<file path="src/rtl/id_ex_operand_stage.sv">
// ID/EX pipeline register and ALU operand select, with RAW hazard handling against EX/MEM and MEM/WB.
// Define ALU_FWD_EN to enable result bypassing; otherwise the stage self-stalls on a dependency.
module id_ex_operand_stage #(
  parameter int DATA_WIDTH    = 32,
  parameter int OPCODE_LENGTH = 4,
  parameter int REG_ADDR_W    = 5
) (
  input  logic                     clk,
  input  logic                     reset,
  input  logic                     in_valid,
  input  logic [DATA_WIDTH-1:0]    in_pc,
  input  logic [DATA_WIDTH-1:0]    in_rs1_data,
  input  logic [DATA_WIDTH-1:0]    in_rs2_data,
  input  logic [DATA_WIDTH-1:0]    in_imm,
  input  logic [REG_ADDR_W-1:0]    in_rs1,
  input  logic [REG_ADDR_W-1:0]    in_rs2,
  input  logic [REG_ADDR_W-1:0]    in_rd,
  input  logic [OPCODE_LENGTH-1:0] in_alu_op,
  input  logic                     in_alu_src,
  input  logic                     in_a_pc,
  input  logic                     in_jalr,
  input  logic                     stall,
  input  logic                     flush,
  input  logic                     exmem_regwrite,
  input  logic [REG_ADDR_W-1:0]    exmem_rd,
  input  logic [DATA_WIDTH-1:0]    exmem_result,
  input  logic                     memwb_regwrite,
  input  logic [REG_ADDR_W-1:0]    memwb_rd,
  input  logic [DATA_WIDTH-1:0]    memwb_result,
  output logic                     in_ready,
  output logic                     out_valid,
  output logic [DATA_WIDTH-1:0]    SrcA,
  output logic [DATA_WIDTH-1:0]    SrcB,
  output logic [OPCODE_LENGTH-1:0] Operation,
  output logic                     Jalr,
  output logic [REG_ADDR_W-1:0]    out_rd,
  output logic [DATA_WIDTH-1:0]    out_store_data,
  output logic                     raw_hazard
);

  typedef struct packed {
    logic                     valid;
    logic [DATA_WIDTH-1:0]    pc;
    logic [DATA_WIDTH-1:0]    rs1_data;
    logic [DATA_WIDTH-1:0]    rs2_data;
    logic [DATA_WIDTH-1:0]    imm;
    logic [REG_ADDR_W-1:0]    rs1;
    logic [REG_ADDR_W-1:0]    rs2;
    logic [REG_ADDR_W-1:0]    rd;
    logic [OPCODE_LENGTH-1:0] alu_op;
    logic                     alu_src;
    logic                     a_pc;
    logic                     jalr;
  } stage_t;

  stage_t stage_q;
  stage_t stage_in;
  logic [DATA_WIDTH-1:0] fwd_a;
  logic [DATA_WIDTH-1:0] fwd_b;

  always_comb begin
    stage_in.valid    = in_valid;
    stage_in.pc       = in_pc;
    stage_in.rs1_data = in_rs1_data;
    stage_in.rs2_data = in_rs2_data;
    stage_in.imm      = in_imm;
    stage_in.rs1      = in_rs1;
    stage_in.rs2      = in_rs2;
    stage_in.rd       = in_rd;
    stage_in.alu_op   = in_alu_op;
    stage_in.alu_src  = in_alu_src;
    stage_in.a_pc     = in_a_pc;
    stage_in.jalr     = in_jalr;
  end

  // A flushed stage is an all-zero bubble, i.e. ADD x0,x0,0 with valid low.
  // NOTE: sequential state is assigned with <= so every register samples pre-edge values.
  always_ff @(posedge clk) begin
    if (reset) begin
      stage_q <= '0;
    end else if (flush) begin
      stage_q <= '0;
    end else if (!(stall || raw_hazard)) begin
      stage_q <= stage_in;
    end
  end

`ifdef ALU_FWD_EN
  // EX/MEM is the younger result and wins over MEM/WB; x0 is never bypassed.
  always_comb begin
    // NOTE: defaults first so every path assigns the outputs and no latch is inferred.
    fwd_a = stage_q.rs1_data;
    fwd_b = stage_q.rs2_data;
    if (stage_q.rs1 != '0) begin
      if (exmem_regwrite && exmem_rd == stage_q.rs1)      fwd_a = exmem_result;
      else if (memwb_regwrite && memwb_rd == stage_q.rs1) fwd_a = memwb_result;
    end
    if (stage_q.rs2 != '0) begin
      if (exmem_regwrite && exmem_rd == stage_q.rs2)      fwd_b = exmem_result;
      else if (memwb_regwrite && memwb_rd == stage_q.rs2) fwd_b = memwb_result;
    end
  end

  assign raw_hazard = 1'b0;
`else
  logic hit_rs1;
  logic hit_rs2;
  logic unused_results;

  assign fwd_a = stage_q.rs1_data;
  assign fwd_b = stage_q.rs2_data;

  assign hit_rs1 = (stage_q.rs1 != '0) &&
                   ((exmem_regwrite && exmem_rd == stage_q.rs1) ||
                    (memwb_regwrite && memwb_rd == stage_q.rs1));
  assign hit_rs2 = (stage_q.rs2 != '0) &&
                   ((exmem_regwrite && exmem_rd == stage_q.rs2) ||
                    (memwb_regwrite && memwb_rd == stage_q.rs2));

  // No store marker reaches this stage and rs2 always feeds out_store_data,
  // so rs2 counts as used regardless of alu_src; rs1 is unused only for pc-relative ops.
  assign raw_hazard = stage_q.valid && ((!stage_q.a_pc && hit_rs1) || hit_rs2);

  assign unused_results = ^{exmem_result, memwb_result};
`endif

  assign in_ready       = !stall && !raw_hazard;
  assign out_valid      = stage_q.valid && !raw_hazard;
  assign SrcA           = stage_q.a_pc    ? stage_q.pc  : fwd_a;
  assign SrcB           = stage_q.alu_src ? stage_q.imm : fwd_b;
  assign out_store_data = fwd_b;
  assign Operation      = stage_q.alu_op;
  assign Jalr           = stage_q.jalr;
  assign out_rd         = stage_q.rd;

endmodule

</file>
<file path="config.mk">
export PLATFORM = sky130hd
export DESIGN_NAME = id_ex_operand_stage
export DESIGN_NICKNAME = d
export VERILOG_FILES = /design/src/rtl/id_ex_operand_stage.sv
export SDC_FILE = /design/constraint.sdc
export NUM_CORES = 1
export LEC_CHECK = 0
export BUFFER_PORTS_ARGS = -buffer_cell sky130_fd_sc_hd__buf_4
export CAP_MARGIN = 20
export CORE_MARGIN = 5
export CORE_UTILIZATION = 43
export DETAILED_ROUTE_END_ITERATION = 16
export PLACE_DENSITY_LB_ADDON = 0.2
export SYNTH_ARGS = -nofsm -noshare
export SYNTH_HDL_FRONTEND = slang
export SYNTH_SLANG_ARGS = --single-unit
</file>
<file path="constraint.sdc">
create_clock -name clk -period 1.81 [get_ports clk]
set_input_delay 0.362 -clock clk [delete_from_list [all_inputs] [get_ports clk]]
set_output_delay 0.362 -clock clk [all_outputs]
set_load 0.02 [all_outputs]
</file>
; After elaboration in Yosys (flattened, before gate mapping)
; Index checks and enable logic that the tools add are counted.
; W data, S select, Z words.
[totals]
register_bits = 151
in_bits = 231
output_inout_bits = 109
wordCells = 38
[op_classes]
eq_ne = 4
mux = 2
reduce_logical = 20
[op_table]
columns = cell, count
row1 = $mux W32, 2
row2 = $eq A5 B5 Y1, 4
row3 = $logic_and A1 B1 Y1, 10
row4 = $reduce_bool A5 Y1, 2
row5 = $logic_or A1 B1 Y1, 4
row6 = $logic_not A1 Y1, 3
row7 = $reduce_or A2 Y1, 1

; Logic depth before layout (Yosys ltp)
; Gate-level depths: netlist (run 1).
[depth]
depth_word = 9
ltp_mapped = 8
ltp_nobuf = 5

; Worst setup path after synthesis (run 1)
; Ideal clock, no wire load.
[synth_path]
path_kind = register -> output
start = register stage_q[16] (netlist name)
end = output in_ready
t_arrival_ps = 1390
t_required_ps = 1448
slack_ps = 58
stages_incl_launch_ff = 7
path_buffers = 2
path_cell_list = dfxtp_1 -> nor3_1 -> nand2_1 -> and2_0 -> a221oi_1 -> buf_4 -> buf_4
[synth_via]
elab_chain_len = 8
word_cells_on_any_way = 11
classes_between = eq/ne: 2 / reduce/logical: 9
[synth_rtl]
columns = element, line_no
row1 = "start, declared", 56  ; stage_t stage_q;
row2 = "start signal, assigned", 84  ; stage_q <= stage_in;
row3 = $eq A5 B5 Y1 (on tied branches), "117, 118"
row4 = $logic_and A1 B1 Y1 (on tied branches), "117, 118"
row5 = $logic_or A1 B1 Y1, 117  ; ((exmem_regwrite && exmem_rd == stage_q.rs2) ||
row6 = $logic_and A1 B1 Y1 *, 116  ; assign hit_rs2 = (stage_q.rs2 != '0) &&
row7 = $logic_or A1 B1 Y1 *, 122  ; assign raw_hazard = stage_q.valid && ((!stage_q.a_pc && hit_rs1) || hit_rs2);
row8 = $logic_and A1 B1 Y1 *, 122
row9 = $logic_not A1 Y1 *, 127  ; assign in_ready = !stall && !raw_hazard;
row10 = $logic_and A1 B1 Y1 *, 127
row11 = "end, declared", 30  ; output logic in_ready,
; Every way passes the cells marked *; elsewhere a longest branch is shown, timed or not.

; Final worst setup path (run 1)
[layout_path]
start = register stage_q[15] (netlist name)
end = output in_ready
; The elaborated chain is that of the path after synthesis.

==> parameters.txt, run 1 <==
Parameter                              Value

Final layout
  Number of antenna cells inserted ... 0
  Ratio of cells with drive above 1 in the final layout ... 42.3%
  Total number of nets in the final design ... 1,305
  Commonest cells after routing, fill and taps aside ... nand2_1 (305), buf_4 (232), mux2i_1 (148)
  Final Cell Area ... 11,300 µm²
  Area growth from synthesis to layout ... 54.8%
  Number of fill cells in the layout ... 1,323
  Most common library cell in the layout ignoring fill and taps ... nand2_1
  Finished Layout Cells ... 1,307

Clocking
  Cts-stage hold buffer count ... 0
  Clk Latency, worst-skew pair ... 0.41 ns
  Count of clock tree sinks ... 151
  Largest buffer count on any clock path ... 2
  Clock slew at the register clock pins of the worst setup and hold paths ... 0.06 ns
  Total clock buffers created by CTS ... 17
  Root Buffer ... clkbuf_16
  Clock tree from TritonCTS ... done
  Maximum level of the CTS H-tree ... 4

Synth
  Count of mapped cells out of synthesis ... 811
  Synth cell types ... 20
  Syn Nets ... 1,042
  Synth Area per Inst ... 9.03 µm²
  Post-synthesis instance area ... 7320 µm²
  Warnings from Yosys ... 0
  Sequential area share after synthesis ... 41.3%
  Flops & latches, synth ... 151

Worst hold path
  Number of cells traversed by the worst hold path ... 3
  Hold EP ... stage_q[13]
  Hold Crit Start ... in_rs2[1]
  Hold Crit Class ... primary input to flip-flop

Worst setup path
  R2R setup slack ... -0.31 ns
  Startpoint of the worst register-to-register path ... stage_q[15]
  Reg2reg end ... stage_q[126]
  Crit path arrival time ... 1.80 ns
  Launching element type of the critical path ... flip-flop
  Setup Crit Path Kind ... flip-flop to output pin
  Maximum fanout count along the critical path ... 4
  CP endpoint kind ... output pin
  Worst R2R Path Depth ... 11
  WP data required ... 1.45 ns

Flow run
  Max-cap violations ... 0

Power and ir drop
  Switching part of the total power ... 23.4%
  Fraction of power consumed by combinational cells ... 15.9%
  Worst-case vdd ir drop ... 0.599 mV
  Pwr per Cell Area ... 781 nW/µm²
  Net Switching ... 2.07 mW
  Leakage component of the power ... 5.19 nW
  Clock power frac ... 44.4%
  Internal power ... 6.78 mW
  Power share of the sequential group ... 39.7%

Floorplan
  Num ports ... 340
  Horiz. Die Dim ... 140 µm
  Initial Utilization ... 44.0%
  Number of cell rows ... 47
  Die height ... 140 µm
  Area of the placeable core ... 16,600 µm²
  Total Die Area ... 19,700 µm²

Timing
  Worst Skew ... 0.00775 ns
  Unrepaired setup endpoints after global routing ... true
  Period utilization ... 119%
  Fin. Hold Viols ... 0
  Max-Slew Margin vs Limit ... 77.3%
  Post-layout worst setup margin ... -0.352 ns
  Final count of negative-setup-slack endpoints ... 206
  Tmin final ... 2.16 ns
  Top achievable clock speed ... 462 MHz
  Number of max-slew violations in the final report ... 0
  Transition time of the tightest slew-check pin ... 0.341 ns

Routing
  Mean routed wirelength per cell ... 16.5 µm
  Vias ... 6,230
  Ratio of routed vias to standard cells ... 4.77
  Iteration-0 DRC count of the detailed router ... 262
  Length of the first detailed-routing pass in iterations ... 4
  Total Routed Length ... 21,600 µm
  DRC violation count after routing ... 0
  Antenna-violating nets left ... 0

Placed design
  Half-perimeter wire length after detailed placement ... 13,700 µm
  Weighted congestion at the end of routability-driven global placement ... 0.833
  Area after detailed placement ... 9390 µm²
  IO buf count ... 275
  Number of cells in the design after placement ... 1,236

Run status
  Result of the run ... complete, but fails checks
  Violations in the final reports ... setup timing

GRT
  Maximum number of pins on one net before global-route repair ... 81
  Vias in the first global route ... 6,230
  Overall Global Routing Usage ... 20.9%
  Antenna violations before repair ... 1
  Global-route wire length before repair ... 33,300 µm
  Aggregate global routing overflow ... 0
-- power by group through the flow --
stage	Sequential (mW)	Clock, mW	Combinational [mW]
floorplan	3.56	0	0.653
global placement	3.58	0	1.13
detailed placement	3.58	0	1.14
CTS	3.51	4.00	1.39
global route	3.53	4.15	1.50
finish	3.51	3.93	1.41
-- worst max-delay path, stage by stage (launching register included) --
cell,delay [ns]
dfxtp_2,0.35
xnor2_1,0.13
nand4_1,0.11
o22ai_2,0.10
buf_4,0.15
a221oi_4,0.30
buf_6,0.15
buf_6,0.11
-- cells in the mapped netlist, drive strengths merged --
cell      n  area share (%)
mux2     64             9.8
nor2b     2            0.17
a22oi     1            0.10
nand4     4            0.34
o22ai     2            0.17
nor3      2            0.14
clkbuf   41             2.1
a21oi     2            0.14
buf      58             6.5
dfxtp   151              41
o21ai     1           0.068
nand2   305              16
nor2      4            0.21
and2      3            0.26
a221oi    1            0.12
mux2i   150              21
xnor2    20             2.4
-- worst max path at each step --
stage                      startpoint        end  slack (ns)  cells past startpoint
final                     stage_q[15]   in_ready       -0.35                      7
after global placement    memwb_rd[3]  out_valid       -0.17                      7
after detailed placement  memwb_rd[0]  out_valid       -0.24                      7
after global routing      stage_q[15]   in_ready       -0.44                      7
after floorplan           stage_q[16]   in_ready        0.06                      6
after CTS                 stage_q[15]   in_ready       -0.35                      7
-- stage by stage --
stage / worst slack (ns) / power [mW] / utilization (%) / hold slack, ns / TNS, ns
after floorplan: 0.0576 / 4.21 / - / 0.431 / 0
after global placement: -0.173 / 4.71 / 56.4 / 0.440 / -13.82
after detailed placement: -0.236 / 4.72 / 56.4 / 0.445 / -18.53
after CTS: -0.348 / 8.90 / 67.3 / 0.170 / -28.66
after global routing: -0.442 / 9.18 / 68.1 / 0.180 / -47.40
final: -0.352 / 8.85 / 68.1 / 0.193 / -30.18
-- what timing repair did --
| item | CTS | global route |
|---|---|---|
| hold endpoints to repair | 0 | 0 |
| pin swaps | 5 | 1 |
| setup buffers | 21 | 12 |
| setup endpoints to repair | 211 | 213 |
| gates cloned | 15 | 1 |
| gates resized for setup | 158 | 59 |
-- flip-flops by register name (all words and copies together), names as in the netlist --
register / flops
fwd_a: 32
out_rd: 5
Operation: 4
stage_q: 77
out_store_data: 32
Jalr: 1
-- metal layers --
metal,global-route usage (%),vias to the layer above,part of all wire [%]
met4,6.07,2,1.4
met1,26.0,2898,44
met2,34.5,174,48
li1,-,3133,-
met5,0,-,0.060
met3,6.88,23,7.0
-- cells by family (layout without fill, tap and decap cells) --
group,after synthesis,count (layout),synth area share (%)
mux,214,214,30.4
simple gates,320,320,16.7
compound gates,7,7,0.598
buf+inv,99,375,8.61
xor+xnor,20,20,2.39
flops,151,151,41.3
-- final cells by class --
| type | count | area, µm² | area share, % |
|---|---|---|---|
| multi-input combinational | 561 | 3970 | 35.1 |
| timing repair buffer | 343 | 3380 | 29.8 |
| sequential | 151 | 3050 | 26.9 |
| clock buffer | 21 | 460 | 4.06 |
| tap | 220 | 275 | 2.43 |
| clock inverter | 11 | 194 | 1.71 |
Power figures use the tool's default switching activity.
==> inputs of run 2 (changes only) <==
--- a/config.mk
+++ b/config.mk
@@ -11,6 +11,7 @@
 export CORE_UTILIZATION = 43
 export DETAILED_ROUTE_END_ITERATION = 16
 export PLACE_DENSITY_LB_ADDON = 0.2
+export REMOVE_ABC_BUFFERS = 1
 export SYNTH_ARGS = -nofsm -noshare
 export SYNTH_HDL_FRONTEND = slang
 export SYNTH_SLANG_ARGS = --single-unit
==> run 2 against run 1 <==
The flow still finishes with violations (setup timing); worst hold slack better by 0.0013 ns; combinational power up 3%; die area unchanged; sequential cell count did not move; final area is 0.25% higher; count of clock-buffer cells in the layout shrank 3; critical endpoint is now out_valid; highest routed layer is now met4.
==> parameters.txt, run 2 (same netlist as run 1, synthesis figures left out) <==
Parameter                              Value

Worst setup path
  Maximum single-stage delay on the critical path ... 0.35 ns (about the same)
  Count of buffering cells on the critical path with inverters included ... 2 (-1)
  Worst R2R Path Depth ... 11 (unchanged)
  WP data required ... 1.45 ns (about the same)
  CP endpoint kind ... output pin
  Startpoint of the worst register-to-register path ... stage_q[16]
  Crit path max-delay family ... flip-flops
  Chain of cells forming the critical path ... buf_6, xnor2_1, nand4_1, o22ai_2, a22oi_2, and2_1, buf_6
  Launching element type of the critical path ... flip-flop
  Maximum fanout count along the critical path ... 3 (-1)
  Reg2reg end ... stage_q[126]
  Crit path arrival time ... 1.84 ns (+0.04 ns)
  Max stage delay cell, worst path ... dfxtp_4
  Setup Crit Path Kind ... flip-flop to output pin
  R2R setup slack ... -0.32 ns (about the same)
  Most repeated library cell on the critical path ... buf_6

Routing
  DRC violation count after routing ... 0 (unchanged)
  Iteration-0 DRC count of the detailed router ... 222 (-15%)
  Ratio of routed vias to standard cells ... 4.77 (about the same)
  Length of the first detailed-routing pass in iterations ... 5 (+1)
  Mean routed wirelength per cell ... 16.7 µm (+1.2%)
  Vias ... 6,228 (-0.032%)
  Antenna-violating nets left ... 0 (unchanged)
  Total Routed Length ... 21,900 µm (+1.1%)

Worst hold path
  Hold EP ... out_store_data[11]
  Hold Crit Start ... in_rs2_data[11]
  Number of cells traversed by the worst hold path ... 3 (unchanged)
  Hold Crit Class ... primary input to flip-flop

GRT
  Vias in the first global route ... 6,479 (+4.0%)
  Global-route wire length before repair ... 33,600 µm (+1.0%)
  Overall Global Routing Usage ... 21.2% (+0.29 points)
  Global Route met2 Usage ... 35.8% (+1.3 points)
  Busiest metal layer after global routing ... met2
  Met1 Usage GRT ... 24.6% (-1.3 points)
  Antenna violations before repair ... 0 (-1)
  Aggregate global routing overflow ... 0 (unchanged)
  Global routing met3 resource utilization ... 9.07% (+2.2 points)
  Maximum number of pins on one net before global-route repair ... 54 (-33%)

Final layout
  Total number of nets in the final design ... 1,304 (-0.077%)
  Finished Layout Cells ... 1,306 (-0.077%)
  Final core area utilization ... 68.3% (+0.17 points)
  Area growth from synthesis to layout ... 55.2%
  Number of flip-flops in the largest register ... 77 (unchanged)
  Number of fill cells in the layout ... 1,296 (-2.0%)
  Commonest cells after routing, fill and taps aside ... nand2_1 (304), buf_4 (223), mux2i_1 (148)
  Most common library cell in the layout ignoring fill and taps ... nand2_1
  Register with the most flip-flops ... stage_q
  Number of antenna cells inserted ... 0 (unchanged)
  Ratio of cells with drive above 1 in the final layout ... 42.3% (-0.053 points)
  Final Cell Area ... 11,400 µm² (+0.25%)

Timing
  Worst Skew ... 0.0142 ns (+0.00649 ns)
  Number of max-slew violations in the final report ... 0 (unchanged)
  Setup tns final ... -24.49 ns (+5.69 ns)
  Transition time of the tightest slew-check pin ... 0.287 ns (-0.0536 ns)
  Max-Slew Margin vs Limit ... 80.9% (+3.6 points)
  Final count of negative-setup-slack endpoints ... 193 (-6.3%)
  Worst-case hold slack ... 0.194 ns (+0.00133 ns)
  Tmin final ... 2.20 ns (+0.0353 ns)
  Post-layout worst setup margin ... -0.388 ns (-0.0353 ns)
  Top achievable clock speed ... 455 MHz (-1.6%)
  Fin. Hold Viols ... 0 (unchanged)
  Period utilization ... 121% (+2.0 points)
  Unrepaired setup endpoints after global routing ... true

Placed design
  Dpl ws ... -0.161 ns (+0.0751 ns)
  Weighted congestion at the end of routability-driven global placement ... 0.769 (-7.6%)
  Number of cells in the design after placement ... 1,239 (+0.24%)
  IO buf count ... 275 (unchanged)
  Half-perimeter wire length after detailed placement ... 13,700 µm (-0.29%)
  Area after detailed placement ... 9430 µm² (+0.49%)

Clocking
  Clock tree from TritonCTS ... done
  Count of clock tree sinks ... 151 (unchanged)
  Largest buffer count on any clock path ... 2 (unchanged)
  Clk Latency, worst-skew pair ... 0.42 ns (about the same)
  Maximum level of the CTS H-tree ... 4 (unchanged)
  Cts-stage hold buffer count ... 0 (unchanged)
  Total clock buffers created by CTS ... 17 (unchanged)
  Root Buffer ... clkbuf_16
  Clock slew at the register clock pins of the worst setup and hold paths ... 0.07 ns (about the same)

Floorplan
  Die height ... 140 µm (unchanged)
  Total Die Area ... 19,700 µm² (unchanged)
  Number of cell rows ... 47 (unchanged)
  Area of the placeable core ... 16,600 µm² (unchanged)
  Horiz. Die Dim ... 140 µm (unchanged)
  Num ports ... 340 (unchanged)
  Initial Utilization ... 44.0% (unchanged)

Run status
  Result of the run ... complete, but fails checks
  Violations in the final reports ... setup timing

Flow run
  Max-cap violations ... 0 (unchanged)

Power and ir drop
  Overall power consumption ... 8.48 mW (-4.3%)
  Pwr per Cell Area ... 746 nW/µm² (-4.5%)
  Leakage component of the power ... 5.15 nW (-0.84%)
  Worst-case vdd ir drop ... 0.613 mV (+2.3%)
## run 2: changes by cell type in the layout (fill, tap and decap cells not counted), moves of 2 or more
cell,before,now
buf_6,75,73
buf_8,6,8
buf_16,5,11
dfxtp_2,7,5
dfxtp_1,139,142
bufbuf_16,5,0
clkinvlp_4,1,6
bufinv_16,5,2
buf_4,232,223
xnor2_1,20,18
clkbuf_8,2,0
xnor2_2,0,2
buf_12,19,25
## run 2: worst register-to-register path, stage by stage (launching register included)
cell and delay [ns]:
dfxtp_4 0.35, buf_6 0.12, xnor2_1 0.12, nand4_1 0.11
o22ai_2 0.13, a221oi_4 0.30, buf_6 0.17, buf_8 0.14
buf_12 0.15, buf_12 0.12, buf_16 0.11, mux2i_1 0.22
## run 2: layer usage
| metal | wire (µm) | vias to the layer above |
|---|---|---|
| li1 | - | 3137 |
| met2 | 10600 | 218 |
| met5 | 0 | - |
| met3 | 2170 | 10 |
| met1 | 8920 | 2863 |
| met4 | 212 | 0 |
## run 2: timing repair
| item | 4_1_cts | 5_1_grt |
|---|---|---|
| gates resized for setup | 181 | 47 |
| pin swaps | 5 | 6 |
| setup endpoints to repair | 214 | 215 |
| cloned | 16 | 2 |
| setup buffers | 14 | 14 |
| endpoints found under the hold margin | 0 | 0 |
## run 2: area by class of cell
| class | count | area, µm² | area share (%) |
|---|---|---|---|
| Timing Repair Buffer | 342 | 3470 | 30.5 |
| Clock buffer | 18 | 429 | 3.78 |
| Sequential cell | 151 | 3040 | 26.8 |
| Multi-Input combinational cell | 561 | 3990 | 35.1 |
| Tap cell | 220 | 275 | 2.42 |
| Clock inverter | 14 | 153 | 1.34 |
## run 2: where the power goes
group	switching [mW]	total (mW)	internal, mW
Clock	1.47	3.51	2.04
Combinational	0.616	1.45	0.838
Sequential	0.0807	3.51	3.43
## run 2: worst max path at each step
| stage | start | endpoint | slack [ns] | depth (start not counted) |
|---|---|---|---|---|
| 2_1_floorplan | stage_q[1] | Jalr | -17.09 | 4 |
| 3_3_place_gp | memwb_rd[0] | out_valid | -0.14 | 7 |
| 3_5_place_dp | exmem_rd[0] | fwd_a[8] | -0.16 | 8 |
| 4_1_cts | stage_q[16] | out_valid | -0.37 | 7 |
| 5_1_grt | stage_q[16] | raw_hazard | -0.49 | 7 |
| 6_report | stage_q[16] | out_valid | -0.39 | 7 |
